===== src/rtl/rv32_pkg.sv =====
// Shared RV32 constants for the front end: the NOP encoding, the default datapath widths
// and the default reset PC.
package rv32_pkg;

    localparam int          DEFAULT_PC_WIDTH   = 32;
    localparam int          DEFAULT_INST_WIDTH = 32;
    localparam logic [31:0] DEFAULT_RESET_PC   = 32'h0000_0000;
    localparam logic [31:0] NOP                = 32'h0000_0013;  // addi x0, x0, 0

endpackage


===== src/rtl/if_id_reg.sv =====
// IF/ID pipeline register with load, hold and squash controls.
// Priority is rst > squash > load > hold. A squash keeps the PC fields and inserts a bubble.
module if_id_reg
    import rv32_pkg::*;
#(
    parameter int PC_width   = DEFAULT_PC_WIDTH,
    parameter int inst_width = DEFAULT_INST_WIDTH
) (
    input  logic                  clk,
    input  logic                  rst,
    input  logic                  load,
    input  logic                  squash,
    input  logic [PC_width-1:0]   pc_in,
    input  logic [PC_width-1:0]   pc_plus4_in,
    input  logic [inst_width-1:0] inst_in,
    input  logic                  misalign_in,
    output logic [PC_width-1:0]   pc_out,
    output logic [PC_width-1:0]   pc_plus4_out,
    output logic [inst_width-1:0] inst_out,
    output logic                  valid_out,
    output logic                  misalign_out
);

    localparam logic [inst_width-1:0] NOP_W = inst_width'(NOP);

    logic [PC_width-1:0]   pc_reg;
    logic [PC_width-1:0]   pc_plus4_reg;
    logic [inst_width-1:0] inst_reg;
    logic                  valid_reg;
    logic                  misalign_reg;

    always_ff @(posedge clk) begin
        if (rst) begin
            pc_reg       <= '0;
            pc_plus4_reg <= '0;
            inst_reg     <= NOP_W;
            valid_reg    <= 1'b0;
            misalign_reg <= 1'b0;
        end else if (squash) begin
            inst_reg     <= NOP_W;
            valid_reg    <= 1'b0;
            misalign_reg <= 1'b0;
        end else if (load) begin
            pc_reg       <= pc_in;
            pc_plus4_reg <= pc_plus4_in;
            inst_reg     <= inst_in;
            valid_reg    <= 1'b1;
            misalign_reg <= misalign_in;
        end
    end

    assign pc_out       = pc_reg;
    assign pc_plus4_out = pc_plus4_reg;
    assign inst_out     = inst_reg;
    assign valid_out    = valid_reg;
    assign misalign_out = misalign_reg;

endmodule


===== src/rtl/fetch_unit.sv =====
// Instruction fetch stage: owns the PC register and feeds the IF/ID register.
// Optional build macro FETCH_MISALIGN_TRAP_EN keeps misaligned targets and flags their fetches.
module fetch_unit
    import rv32_pkg::*;
#(
    parameter int                  PC_width   = DEFAULT_PC_WIDTH,
    parameter int                  inst_width = DEFAULT_INST_WIDTH,
    parameter logic [PC_width-1:0] RESET_PC   = PC_width'(DEFAULT_RESET_PC)
) (
    input  logic                  clk,
    input  logic                  rst,
    input  logic                  stall,
    input  logic                  redirect,
    input  logic [PC_width-1:0]   redirect_target,
    output logic [PC_width-1:0]   PC,
    input  logic [inst_width-1:0] instruction,
    output logic [PC_width-1:0]   if_id_pc,
    output logic [PC_width-1:0]   if_id_pc_plus4,
    output logic [inst_width-1:0] if_id_inst,
    output logic                  if_id_valid,
    output logic                  if_id_misalign
);

    logic [PC_width-1:0]   pc_reg;
    logic [PC_width-1:0]   pc_next;
    logic [PC_width-1:0]   pc_plus4;
    logic [PC_width-1:0]   target;
    logic [inst_width-1:0] inst_capture;
    logic                  misalign;
    logic                  load;
    logic                  squash;

    // The +4 wraps naturally at the top of the address space.
    assign pc_plus4 = pc_reg + PC_width'(4);

`ifdef FETCH_MISALIGN_TRAP_EN
    assign target       = redirect_target;
    assign misalign     = (pc_reg[1:0] != 2'b00);
    assign inst_capture = misalign ? inst_width'(NOP) : instruction;
`else
    assign target       = redirect_target & ~PC_width'(3);
    assign misalign     = 1'b0;
    assign inst_capture = instruction;
`endif

    // Redirect beats stall; otherwise advance unless decode is holding us.
    always_comb begin
        pc_next = pc_reg;
        load    = 1'b0;
        squash  = 1'b0;
        if (redirect) begin
            pc_next = target;
            squash  = 1'b1;
        end else if (!stall) begin
            pc_next = pc_plus4;
            load    = 1'b1;
        end
    end

    always_ff @(posedge clk) begin
        if (rst) begin
            pc_reg <= RESET_PC;
        end else begin
            pc_reg <= pc_next;
        end
    end

    assign PC = pc_reg;

    if_id_reg #(
        .PC_width   (PC_width),
        .inst_width (inst_width)
    ) u_if_id_reg (
        .clk          (clk),
        .rst          (rst),
        .load         (load),
        .squash       (squash),
        .pc_in        (pc_reg),
        .pc_plus4_in  (pc_plus4),
        .inst_in      (inst_capture),
        .misalign_in  (misalign),
        .pc_out       (if_id_pc),
        .pc_plus4_out (if_id_pc_plus4),
        .inst_out     (if_id_inst),
        .valid_out    (if_id_valid),
        .misalign_out (if_id_misalign)
    );

endmodule

===== config.mk =====
export PLATFORM = sky130hd
export DESIGN_NAME = fetch_unit
export DESIGN_NICKNAME = d
export VERILOG_FILES = /design/src/rtl/rv32_pkg.sv /design/src/rtl/if_id_reg.sv /design/src/rtl/fetch_unit.sv
export SDC_FILE = /design/constraint.sdc
export NUM_CORES = 1
export LEC_CHECK = 0
export ABC_AREA = 1
export BUFFER_PORTS_ARGS = -buffer_cell sky130_fd_sc_hd__buf_2
export CAP_MARGIN = 10
export CORE_ASPECT_RATIO = 0.8
export CORE_MARGIN = 5
export CORE_UTILIZATION = 49
export CTS_CLUSTER_SIZE = 28
export DETAILED_ROUTE_END_ITERATION = 7
export HOLD_SLACK_MARGIN = 0.08
export PLACE_DENSITY_LB_ADDON = 0.2
export REMOVE_ABC_BUFFERS = 1
export SKIP_LAST_GASP = 1
export SYNTH_ARGS = -nofsm -noshare
export SYNTH_HDL_FRONTEND = slang
export SYNTH_SLANG_ARGS = --single-unit

===== constraint.sdc =====
create_clock -name clk -period 1.5 [get_ports clk]
set_input_delay 0.225 -clock clk [delete_from_list [all_inputs] [get_ports clk]]
set_output_delay 0.225 -clock clk [all_outputs]
set_load 0.01 [all_outputs]

# Word-level counts from Yosys, hierarchy flattened
# Index checks and enable logic that the tools add are counted.
[word_totals]
reg_bits = 129
in_bits = 68
[classes]
n_addsub = 1
n_eq_ne = 1
muxes = 5
n_bitwise = 1
reduce_logical = 3
[ops]
columns = ["cell", "count"]
rows = [
  ["$mux 32", 2],
  ["$add 32x3->32 const B", 1],
  ["$reduce_or 2->1", 2],
  ["$mux 1", 3],
  ["$ne 2x1->1 const B", 1],
  ["$reduce_and 2->1", 1],
  ["$not 1->1", 1],
]

# Longest topological paths before layout
# Gate-level depths: netlist of run 1.
[logic_depth]
depth_word = 3
ltp_mapped = 10
mapped_depth_nobuf = 10

# By module
# Synthesis of run 1 repeated with hierarchy kept, for this count alone.
[hier_totals]
hier_cells = 923
hier_area_um2 = 6170.9
[modules_own_cells]
columns = ["mod", "n_inst", "cells_each", "area_per_inst_um2"]
rows = [
  ["if_id_reg", 1, 560, 3933.8],
  ["fetch_unit", 1, 363, 2237.1],
]

# Least setup slack after synthesis of run 1
# OpenSTA, ideal clock, no wires.
[synth_path]
path_type = "register to register"
start = "reg pc_reg[3], in the netlist PC[3]"
end = "reg pc_reg[18], in the netlist PC[18]"
setup_time_ns = 0.070
t_arrival_ns = 1.408
required_ns = 1.430
path_slack_ns = 0.022
path_stages_with_launch = 9
path_buffers = 0
synth_period_minus_slack_ns = 1.478
cell_sequence = "dfxtp_1 ha_1 nand2_1 nor2_2 nand2_2 nor2_1 xor2_1 nand2_1 a21oi_1"
[synth_via]
elab_chain_len = 3
[synth_lines]
columns = ["item", "line_no", "text"]
rows = [
  ["start: declaration", "fetch_unit.sv:24", "logic [PC_width-1:0] pc_reg;"],
  ["start signal: assignment", "fetch_unit.sv:64", "pc_reg <= pc_next;"],
  ["$add 32x3->32", "fetch_unit.sv:34", "assign pc_plus4 = pc_reg + PC_width'(4);"],
  ["$mux 32", "fetch_unit.sv:54", "end else if (!stall) begin"],
  ["$mux 32", "fetch_unit.sv:51", "if (redirect) begin"],
]
# Every way passes these cells. The select of a mux whose other input is x is not followed.
# A chain may end at the register's enable or synchronous reset.

# Worst setup path after layout of run 1
[layout_path]
start = "reg pc_reg[7], in the netlist PC[7]"
end = "reg pc_reg[23], in the netlist PC[23]"
# The elaborated chain is that of the path after synthesis.

==> results of run 1 <==
per-stage QoR:
step / std cells / power, uW / utilization [%] / cell area, um^2 / setup TNS, ns
3_5_place_dp: 1064 / 4500 / 62.8 / 6480 / -0.195
6_report: 1125 / 8350 / 72.6 / 7500 / 0
4_1_cts: 1122 / 8350 / 71.1 / 7340 / 0
3_3_place_gp: 1064 / 4470 / 62.8 / 6480 / 0
2_1_floorplan: 697 / 3990 / - / 4990 / -158.26
5_1_grt: 1125 / 8650 / 72.6 / 7500 / -0.861
worst max-delay path, cell delays in order (launching register included):
cell     delay [ns]
dfxtp_1        0.42
nand2_2        0.14
nor2_1         0.17
nand2_2        0.10
nor2_2         0.12
nand3_1        0.10
nand2_1        0.11
nand2_1        0.10
a21oi_1        0.16
logic make-up after synthesis:
group,count (synthesis),synth area share [%]
other,1,0.0722
XOR/XNOR,7,1.18
flip-flops,123,47.4
adder cells (fa/ha/maj),1,0.241
AND/OR/NAND/NOR,333,25.8
AO/OA/AOI/OAI,172,17.1
buffers and inverters,100,8.21
area by class of cell:
cell class	count	area share [%]
clock buffers	24	6.43
clock inverters	8	0.901
repair buffers	256	21.3
well taps	140	2.34
multi-input cells	520	33.1
flip-flops and latches	123	33.1
inverters	54	2.70
layer usage:
layer	vias up	GRT usage, %	share of wire (%)
met2	257	42.3	46
met5	-	0	0
li1	2825	-	-
met1	2647	32.6	41
met3	51	8.10	8.8
met4	0	14.2	3.6
sequential cells by signal, indices dropped and copies added, names as in the netlist:
register                  cells
PC                           30
u_if_id_reg.inst_out         32
u_if_id_reg.pc_out           30
u_if_id_reg.pc_plus4_out     30
u_if_id_reg.valid_out         1
cell usage after synthesis:
library cell | instances | area, um^2
ha_1 | 1 | 12.5
nand2_2 | 2 | 12.5
clkbuf_1 | 21 | 78.8
xnor2_1 | 2 | 17.5
a21oi_1 | 75 | 375
nand3b_1 | 1 | 7.51
o21a_1 | 1 | 7.51
o21ai_0 | 81 | 405
a22o_1 | 4 | 35.0
a31oi_1 | 8 | 50.1
nand2_1 | 169 | 634
or2_2 | 1 | 6.26
nor2_2 | 7 | 43.8
nand2_4 | 1 | 11.3
buf_2 | 17 | 85.1
buf_4 | 8 | 60.1
o21ai_1 | 3 | 15.0
conb_1 | 1 | 3.75
inv_2 | 3 | 11.3
nor2_4 | 3 | 33.8
dfxtp_1 | 123 | 2460
xor2_1 | 5 | 43.8
inv_1 | 51 | 191
nand3_1 | 26 | 130
nor2_1 | 123 | 462
worst paths after layout:
kind / from / slack (ns) / depth (start not counted) / to
max: PC[7] / 0.003 / 8 / PC[23]
min: redirect_target[15] / 0.08 / 3 / PC[15]
max reg2reg: PC[7] / 0.003 / 8 / PC[23]
min reg2reg: u_if_id_reg.inst_out[0] / 0.46 / 2 / u_if_id_reg.inst_out[0]
where the power goes:
group	leakage, uW	switching (uW)	internal [uW]
Clock	0.000274	1420	2390
Sequential	0.00101	114	3430
Combinational	0.00221	567	425
Total	0.00350	2100	6240
what timing repair did:
| item | in CTS | in global routing |
|---|---|---|
| hold endpoints to repair | 25 | 0 |
| setup buffers | 1 | 3 |
| pin swaps | 7 | 16 |
| gates resized for setup | 13 | 50 |
| endpoints found under the setup margin | 13 | 45 |
| hold buffers | 25 | 0 |
==> run_results.csv, run 1 <==
group,metric,value,unit
cells_and_area,final_cell_mix,"188 x buf_2, 161 x nand2_1, 110 x dfxtp_1",
floorplanning,ioPinCount,198,
synth,yosysWarnings,0,
floorplanning,start_util,50.3,%
global_route,grt_first_pass_wirelength,27.3,mm
sta,period_minus_slack,1.50,ns
clock_tree,clkLatencyLatePin,0.42,ns
placement,gp_congestion,0.859,
route,antenna_left,0,
synth,ys_seq_area_share,47.4,%
floorplanning,die_height,102,um
setup_path,critPathKind,"reg2reg",
job,cap_violations,0,
floorplanning,core-area,10300,um^2
sta,slew_viol_final,0,
route,wl_per_cell,15.6,um
setup_path,cp-start-kind,"flip-flop",
synth,syn_area,5200,um^2
setup_path,required,1.83,ns
sta,worst_slack,0.00320,ns
sta,fmax,668,MHz
clock_tree,cts_root_buffer,"clkbuf_16",
synth,synthCells,737,
global_route,grt_pass1_vias,5665,
clock_tree,cts_buffers,17,
sta,holdWs,0.0848,ns
placement,post-place-ws,-0.0465,ns
setup_path,critPathMaxFanout,3,
cells_and_area,multiInputGateArea,2480,um^2
cells_and_area,layout_commonest_cell,"buf_2",
global_route,overflow,0,
global_route,track_usage,26.5,%
clock_tree,htreeDepth,4,
placement,dp.final_hpwl,11.6,mm
route,vias,5780,
clock_tree,path_clk_slew,0.05,ns
sta,setup_violations,0,
outcome,status,"completed",
route,drcViolationCount,0,
pwr,max-vdd-ir-drop,902,uV
placement,numPortBuffers,188,
sta,rsz0062_at_grt,"true",
global_route,antenna_found_initial,0,
setup_path,end_kind,"flip-flop",
cells_and_area,final_nets,1041,
route,wl,17.5,mm
route,drt_first_pass_iters,5,
route,via_per_inst,5.14,
global_route,grt_start_max_net_pins,55,
floorplanning,die-area,12800,um^2
synth,syn_avg_cell_area,7.05,um^2
floorplanning,core.rowCount,33,
hold_path,min_path_type,"in2reg",
synth,ys_types,25,
floorplanning,die_w,125,um
route,drt_iter0_drc,437,
setup_path,cp_data_arrival_time,1.83,ns
cells_and_area,drive_gt1_share,32.8,%
cells_and_area,seqCellArea,2480,um^2
pwr,cellPowerDensity,1110,nW/um^2
clock_tree,cts_buffer_depth,2,
sta,hold_violations,0,
clock_tree,cts_tree,"built",
cells_and_area,fillers,826,
cells_and_area,antennaDiodeCount,0,
pwr,p_leak,0.00350,uW
clock_tree,clock-sinks,123,
synth,ys_ff_latch,123,
sta,finClkSkew,0.00777,ns
cells_and_area,area_delta_synth_final,44.3,%
sta,fin_crit_sh,99.8,%
No activity file was read; power rests on OpenSTA's default activity.
==> run 2: changes to the inputs <==
- CORE_UTILIZATION: 49 -> 50
- SYNTH_HIERARCHICAL: default -> 1
==> run 2 against run 1 <==
  * The run now ends with setup timing left
  * Routed wire length increased by 7.5%
  * Total power rose by 9.6%
  * Worst setup slack got worse by 0.080 ns
  * Largest power group unchanged
==> run_results.csv, run 2 <==
group,metric,value,unit
outcome,status,"finished, violations left",
outcome,violations,"setup timing",
hold_path,worst_hold_path.num_cells,3,
sta,fmax,634,MHz
synth,ys_top_cells_by_count,"266 x nand2_1, 161 x nor2_1, 128 x dfxtp_1",
cells_and_area,multiInputGateArea,3140,um^2
synth,synth_most_common_cell,"nand2_1",
setup_path,crit_family,"simple AND/OR/NAND/NOR gates",
synth,yosysWarnings,6,
clock_tree,cts_tree,"built",
hold_path,hold_end,"PC[5]",
global_route,overflow,0,
setup_path,reg2reg_to,"u_if_id_reg/pc_plus4_out[18]",
route,drcViolationCount,0,
cells_and_area,fillers,983,
synth,yosysTopAreaCellShare,41.5,%
floorplanning,die_height,109,um
setup_path,cpMostUsedCell,"nor2_4",
setup_path,critPathMaxFanout,5,
setup_path,critPathKind,"reg2reg",
cells_and_area,area_delta_synth_final,43.6,%
route,via_per_inst,4.87,
route,wl,18.8,mm
hold_path,min_path_type,"in2reg",
route,antenna_left,0,
pwr,p_leak,0.00426,uW
synth,async_flop_share,0,%
sta,finalSetupTns,-0.394,ns
cells_and_area,final_cell_mix,"244 x nand2_1, 193 x buf_2, 152 x nor2_1",
sta,worst_slack,-0.0772,ns
floorplanning,die-area,14700,um^2
clock_tree,clock-sinks,128,
setup_path,r2r_setup_slack,-0.08,ns
global_route,grt_first_pass_wirelength,29.7,mm
sta,finClkSkew,0.0108,ns
cells_and_area,drive_gt1_share,32.2,%
setup_path,required,1.85,ns
sta,fin_crit_sh,105,%
clock_tree,cts_buffer_depth,2,
synth,ys_types,29,
route,drt_first_pass_iters,5,
clock_tree,path_clk_slew,0.06,ns
floorplanning,core.rowCount,36,
sta,rsz0062_at_grt,"true",
synth,synth_edf_count,0,
clock_tree,cts_buffers,17,
floorplanning,start_util,50.9,%
setup_path,r2r_start,"PC[3]",
setup_path,cp-start-kind,"flip-flop",
clock_tree,htreeDepth,4,
setup_path,cp_slowest_cell,"dfxtp_2",
route,wl_per_cell,13.9,um
sta,setup_violations,13,
clock_tree,clkLatencyLatePin,0.42,ns
setup_path,crit_buf_inv,2,
cells_and_area,seqCellArea,2580,um^2
synth,synthCells,923,
setup_path,worstPathCellList,"ha_4 > nand2_2 > nor2_4 > nand2_4 > nor2_4 > buf_6 > xor2_2 > inv_1 > nand3_1 > nand2_1 > nor2_1",
setup_path,cp_data_arrival_time,1.93,ns
synth,synth_area_leaders,"dfxtp_1 42%, nand2_1 16%, nor2_1 9.8%, inv_1 6.8%, nand3_1 6.7%",
synth,synthFlopType,"dfxtp_1",
synth,ys_seq_area_share,41.5,%
floorplanning,ioPinCount,198,
global_route,track_usage,25.1,%
synth,syn_avg_cell_area,6.69,um^2
placement,post-place-ws,-0.113,ns
setup_path,reg2reg_depth,11,
sta,slew_viol_final,0,
placement,numPortBuffers,193,
cells_and_area,layout_commonest_cell,"nand2_1",
sta,hold_violations,0,
clock_tree,cts_root_buffer,"clkbuf_16",
sta,period_minus_slack,1.58,ns
placement,gp_congestion,0.834,
route,vias,6614,
setup_path,end_kind,"flip-flop",
floorplanning,die_w,134,um
synth,synth_top_cell_by_area,"dfxtp_1",
global_route,antenna_found_initial,1,
job,cap_violations,0,
placement,dp.final_hpwl,12.4,mm
global_route,grt_start_max_net_pins,50,
hold_path,hold_path_startpoint,"redirect_target[5]",
pwr,cellPowerDensity,1030,nW/um^2
floorplanning,core-area,12100,um^2
cells_and_area,final_nets,1261,
pwr,max-vdd-ir-drop,976,uV
synth,syn_area,6170,um^2
synth,ys_ff_latch,128,
route,drt_iter0_drc,538,
setup_path,max_stage_delay,0.35,ns
global_route,grt_pass1_vias,6187,
-- run 2: per-stage QoR --
step                      hold slack [ns]  instance area, um^2  cells  total power (uW)  util, %
final                              0.0800                 8860   1357              9150     73.1
after global routing                0.100                 8860   1357              9510     73.1
after CTS                          0.0817                 8620   1352              9130     71.1
after detailed placement            0.442                 7620   1286              4870     62.9
after global placement              0.434                 7620   1286              4850     62.9
after floorplan                     0.287                 5900    880              4330        -
-- run 2: worst max path at each step --
stage / startpoint / end / slack, ns / cells after the start
CTS: PC[2] / u_if_id_reg/pc_plus4_out[18] / -0.05 / 11
global placement: PC[2] / u_if_id_reg/pc_plus4_out[18] / -0.08 / 11
finish: PC[3] / u_if_id_reg/pc_plus4_out[18] / -0.08 / 11
global route: PC[3] / u_if_id_reg/pc_plus4_out[18] / -0.15 / 11
detailed placement: PC[2] / u_if_id_reg/pc_plus4_out[18] / -0.11 / 11
floorplan: stall / u_if_id_reg/pc_out[0] / -4.95 / 5
-- run 2: cell type report --
class / count / area share (%)
repair buffers: 293 / 21.6
clock buffers: 21 / 5.20
multi-input cells: 636 / 35.4
flip-flops and latches: 128 / 29.1
clock inverters: 10 / 1.54
diodes: 1 / 0.0282
well taps: 152 / 2.15
inverters: 116 / 4.94
-- run 2: report_power, final --
group          leakage (uW)  internal [uW]  total [uW]  switching, uW
Sequential          0.00105           3560        3660            103
Combinational       0.00292            559        1280            721
Clock              0.000285           2680        4200           1520
-- run 2: cells by family (layout without fill, tap and decap cells) --
group	count (synthesis)	count (layout)	synth area share, %
buffers and inverters	165	440	11.8
flip-flops	128	128	41.5
adder cells (fa/ha/maj)	1	1	0.203
XOR/XNOR	15	15	2.98
other	1	8	0.0608
AO/OA/AOI/OAI	82	82	7.34
AND/OR/NAND/NOR	531	531	36.1
-- run 2: worst reg2reg max path, stage by stage (launching register included) --
cell and delay, ns:
dfxtp_2 0.35, ha_4 0.14, nand2_2 0.07, nor2_4 0.13, nand2_4 0.09, nor2_4 0.20, buf_6 0.13, xor2_2 0.14
inv_1 0.06, nand3_1 0.07, nand2_1 0.05, nor2_1 0.08
-- run 2: routing by layer --
| metal | global-route usage (%) | wire length, um | vias up | share of wire, % |
|---|---|---|---|---|
| li1 | - | - | 3334 | - |
| met3 | 5.72 | 1140 | 34 | 6.0 |
| met4 | 8.14 | 421 | 0 | 2.2 |
| met5 | 0 | 0 | - | 0 |
| met2 | 40.9 | 9090 | 238 | 48 |
| met1 | 33.5 | 8200 | 3008 | 44 |
-- run 2: repair_timing --
action	CTS	global route
buffers inserted	2	4
pin swaps	8	32
hold buffers	33	0
endpoints found under the setup margin	23	45
gates resized for setup	18	65
hold endpoints to repair	33	0
==> run 3: changes to the inputs <==
- BUFFER_PORTS_ARGS: -buffer_cell sky130_fd_sc_hd__buf_2 -> default
- DONT_BUFFER_PORTS: default -> 1
- GPL_TIMING_DRIVEN: default -> 1
- MAX_ROUTING_LAYER: default -> met4
==> run 3 against run 2 <==
  * The run ends with hold timing, setup timing left
  * Total power grew 1.1%
  * Global-route usage decreased by 0.41 points
  * Combinational power down 25%
  * Design area shrank 10%
  * Largest power group unchanged
==> run_results.csv, run 3 (same netlist as run 2, synthesis figures left out) <==
group,metric,value,unit
outcome,status,"finished, violations left",
outcome,violations,"hold timing, setup timing",
setup_path,critPathKind,"reg2reg",
setup_path,startpoint,"PC[2]",
hold_path,min_path_type,"in2reg",
cells_and_area,final_cell_mix,"256 x nand2_1, 154 x nor2_1, 123 x dfxtp_1",
sta,hold_violations,28,
global_route,met2_usage,38.5,%
global_route,grt_start_max_net_pins,65,
floorplanning,die-area,14700,um^2
clock_tree,hold_buffers,41,
sta,period_minus_slack,1.60,ns
route,drt_iter0_drc,355,
route,wl_per_cell,15.4,um
job,cap_violations,0,
pwr,p_leak,0.00335,uW
placement,dp.final_hpwl,11.6,mm
setup_path,end_kind,"flip-flop",
floorplanning,die_w,134,um
cells_and_area,layout_commonest_cell,"nand2_1",
cells_and_area,finalNonFillerCells,1166,
clock_tree,path_clk_slew,0.06,ns
pwr,switching_power,2300,uW
floorplanning,core-area,12100,um^2
clock_tree,cts_tree,"built",
floorplanning,ioPinCount,198,
placement,gp_congestion,0.896,
setup_path,critPathCapture,"u_if_id_reg/pc_plus4_out[22]",
hold_path,worst_hold_path.num_cells,1,
route,drt_first_pass_iters,5,
cells_and_area,area_delta_synth_final,28.5,%
global_route,grt_pass1_vias,5547,
cells_and_area,final_nets,1071,
clock_tree,cts_buffers,17,
sta,finalSetupTns,-1.06,ns
clock_tree,clock-sinks,128,
global_route,antenna_found_initial,0,
route,vias,5844,
setup_path,cp_data_arrival_time,1.90,ns
floorplanning,start_util,50.9,%
sta,finClkSkew,0.00880,ns
global_route,use_met1,31.1,%
clock_tree,htreeDepth,4,
route,wl,18.0,mm
global_route,busiest_layer,"met2",
clock_tree,cts_buffer_depth,2,
pwr,finalPower,9250,uW
setup_path,r2r_start,"PC[2]",
sta,worst_slack,-0.0979,ns
setup_path,r2r_setup_slack,-0.1,ns
global_route,overflow,0,
floorplanning,die_height,109,um
sta,slew_viol_final,0,
route,via_per_inst,5.01,
global_route,grtUsageMet3,7.55,%
placement,post-place-ws,-0.128,ns
sta,rsz0062_at_grt,"true",
setup_path,reg2reg_depth,11,
pwr,p_sw_share,24.9,%
placement,dpl.cell_count,1090,
route,drcViolationCount,0,
setup_path,cp-start-kind,"flip-flop",
cells_and_area,antennaDiodeCount,0,
placement,numPortBuffers,0,
sta,fmax,626,MHz
cells_and_area,drive_gt1_share,16.7,%
pwr,max-vdd-ir-drop,857,uV
route,antenna_left,0,
sta,fin_crit_sh,107,%
clock_tree,cts_root_buffer,"clkbuf_16",
setup_path,critPathMaxFanout,5,
pwr,seq_power_share,40.4,%
global_route,track_usage,24.7,%
pwr,cellPowerDensity,1170,nW/um^2
clock_tree,clkLatencyLatePin,0.41,ns
floorplanning,core.rowCount,36,
setup_path,reg2reg_to,"u_if_id_reg/pc_plus4_out[22]",
global_route,grt_first_pass_wirelength,28.1,mm
setup_path,required,1.81,ns
sta,holdWs,-0.131,ns
pwr,p_comb_share,10.4,%
pwr,clock_power_share,49.2,%
sta,setup_violations,20,
pwr,intPower,6950,uW
run 3: critical path: stages, from the launching register on:
cell and delay, ns:
dfxtp_4 0.36, ha_4 0.14, nand2_2 0.06, nor2_4 0.14, nand2_4 0.09, nor2_4 0.20
nand3_2 0.11, and2_1 0.17, inv_1 0.05, nand3_1 0.06, nand2_1 0.07, nor2_1 0.03
run 3: layer usage:
metal | share of wire, % | vias to the layer above
met2 | 47 | 179
met3 | 8.2 | 26
met1 | 43 | 2677
met4 | 1.8 | 0
met5 | 0 | -
li1 | - | 2962
run 3: worst min-delay path by stage:
stage / to / startpoint / slack, ns
6_report: PC[4] / rst / -0.13
5_1_grt: PC[5] / rst / -0.14
4_1_cts: PC[4] / rst / -0.15
3_5_place_dp: PC[15] / rst / 0.30
3_3_place_gp: PC[15] / rst / 0.30
2_1_floorplan: PC[15] / rst / 0.29
run 3: layout make-up:
class                      count  area, um^2
clock inverter                13         213
fill                        1052        4190
multi-input combinational    636        3090
inverter                     116         438
clock buffer                  18         439
timing repair buffer         103         990
tap                          152         190
sequential                   128        2570
run 3: repair_timing:
| item | 4_1_cts | 5_1_grt |
|---|---|---|
| hold endpoints to repair | 74 | 28 |
| buffers inserted | 1 | 4 |
| pin swaps | 13 | 22 |
| endpoints found under the setup margin | 31 | 51 |
| gates resized for setup | 19 | 36 |
run 3: power by group through the flow:
| stage | sequential [uW] | clock (uW) | combinational, uW |
|---|---|---|---|
| after floorplan | 3820 | 0 | 508 |
| after global placement | 3800 | 0 | 804 |
| after detailed placement | 3800 | 0 | 813 |
| after CTS | 3740 | 4620 | 930 |
| after global routing | 3750 | 4790 | 1080 |
| final | 3730 | 4550 | 961 |
run 3: per-stage QoR:
stage	utilization (%)	hold WS [ns]	cell area [um^2]
final	65.5	-0.131	7930
after global routing	65.5	-0.144	7930
after detailed placement	54.6	0.298	6620
after floorplan	-	0.287	5900
after CTS	64.1	-0.147	7770
after global placement	54.6	0.297	6620
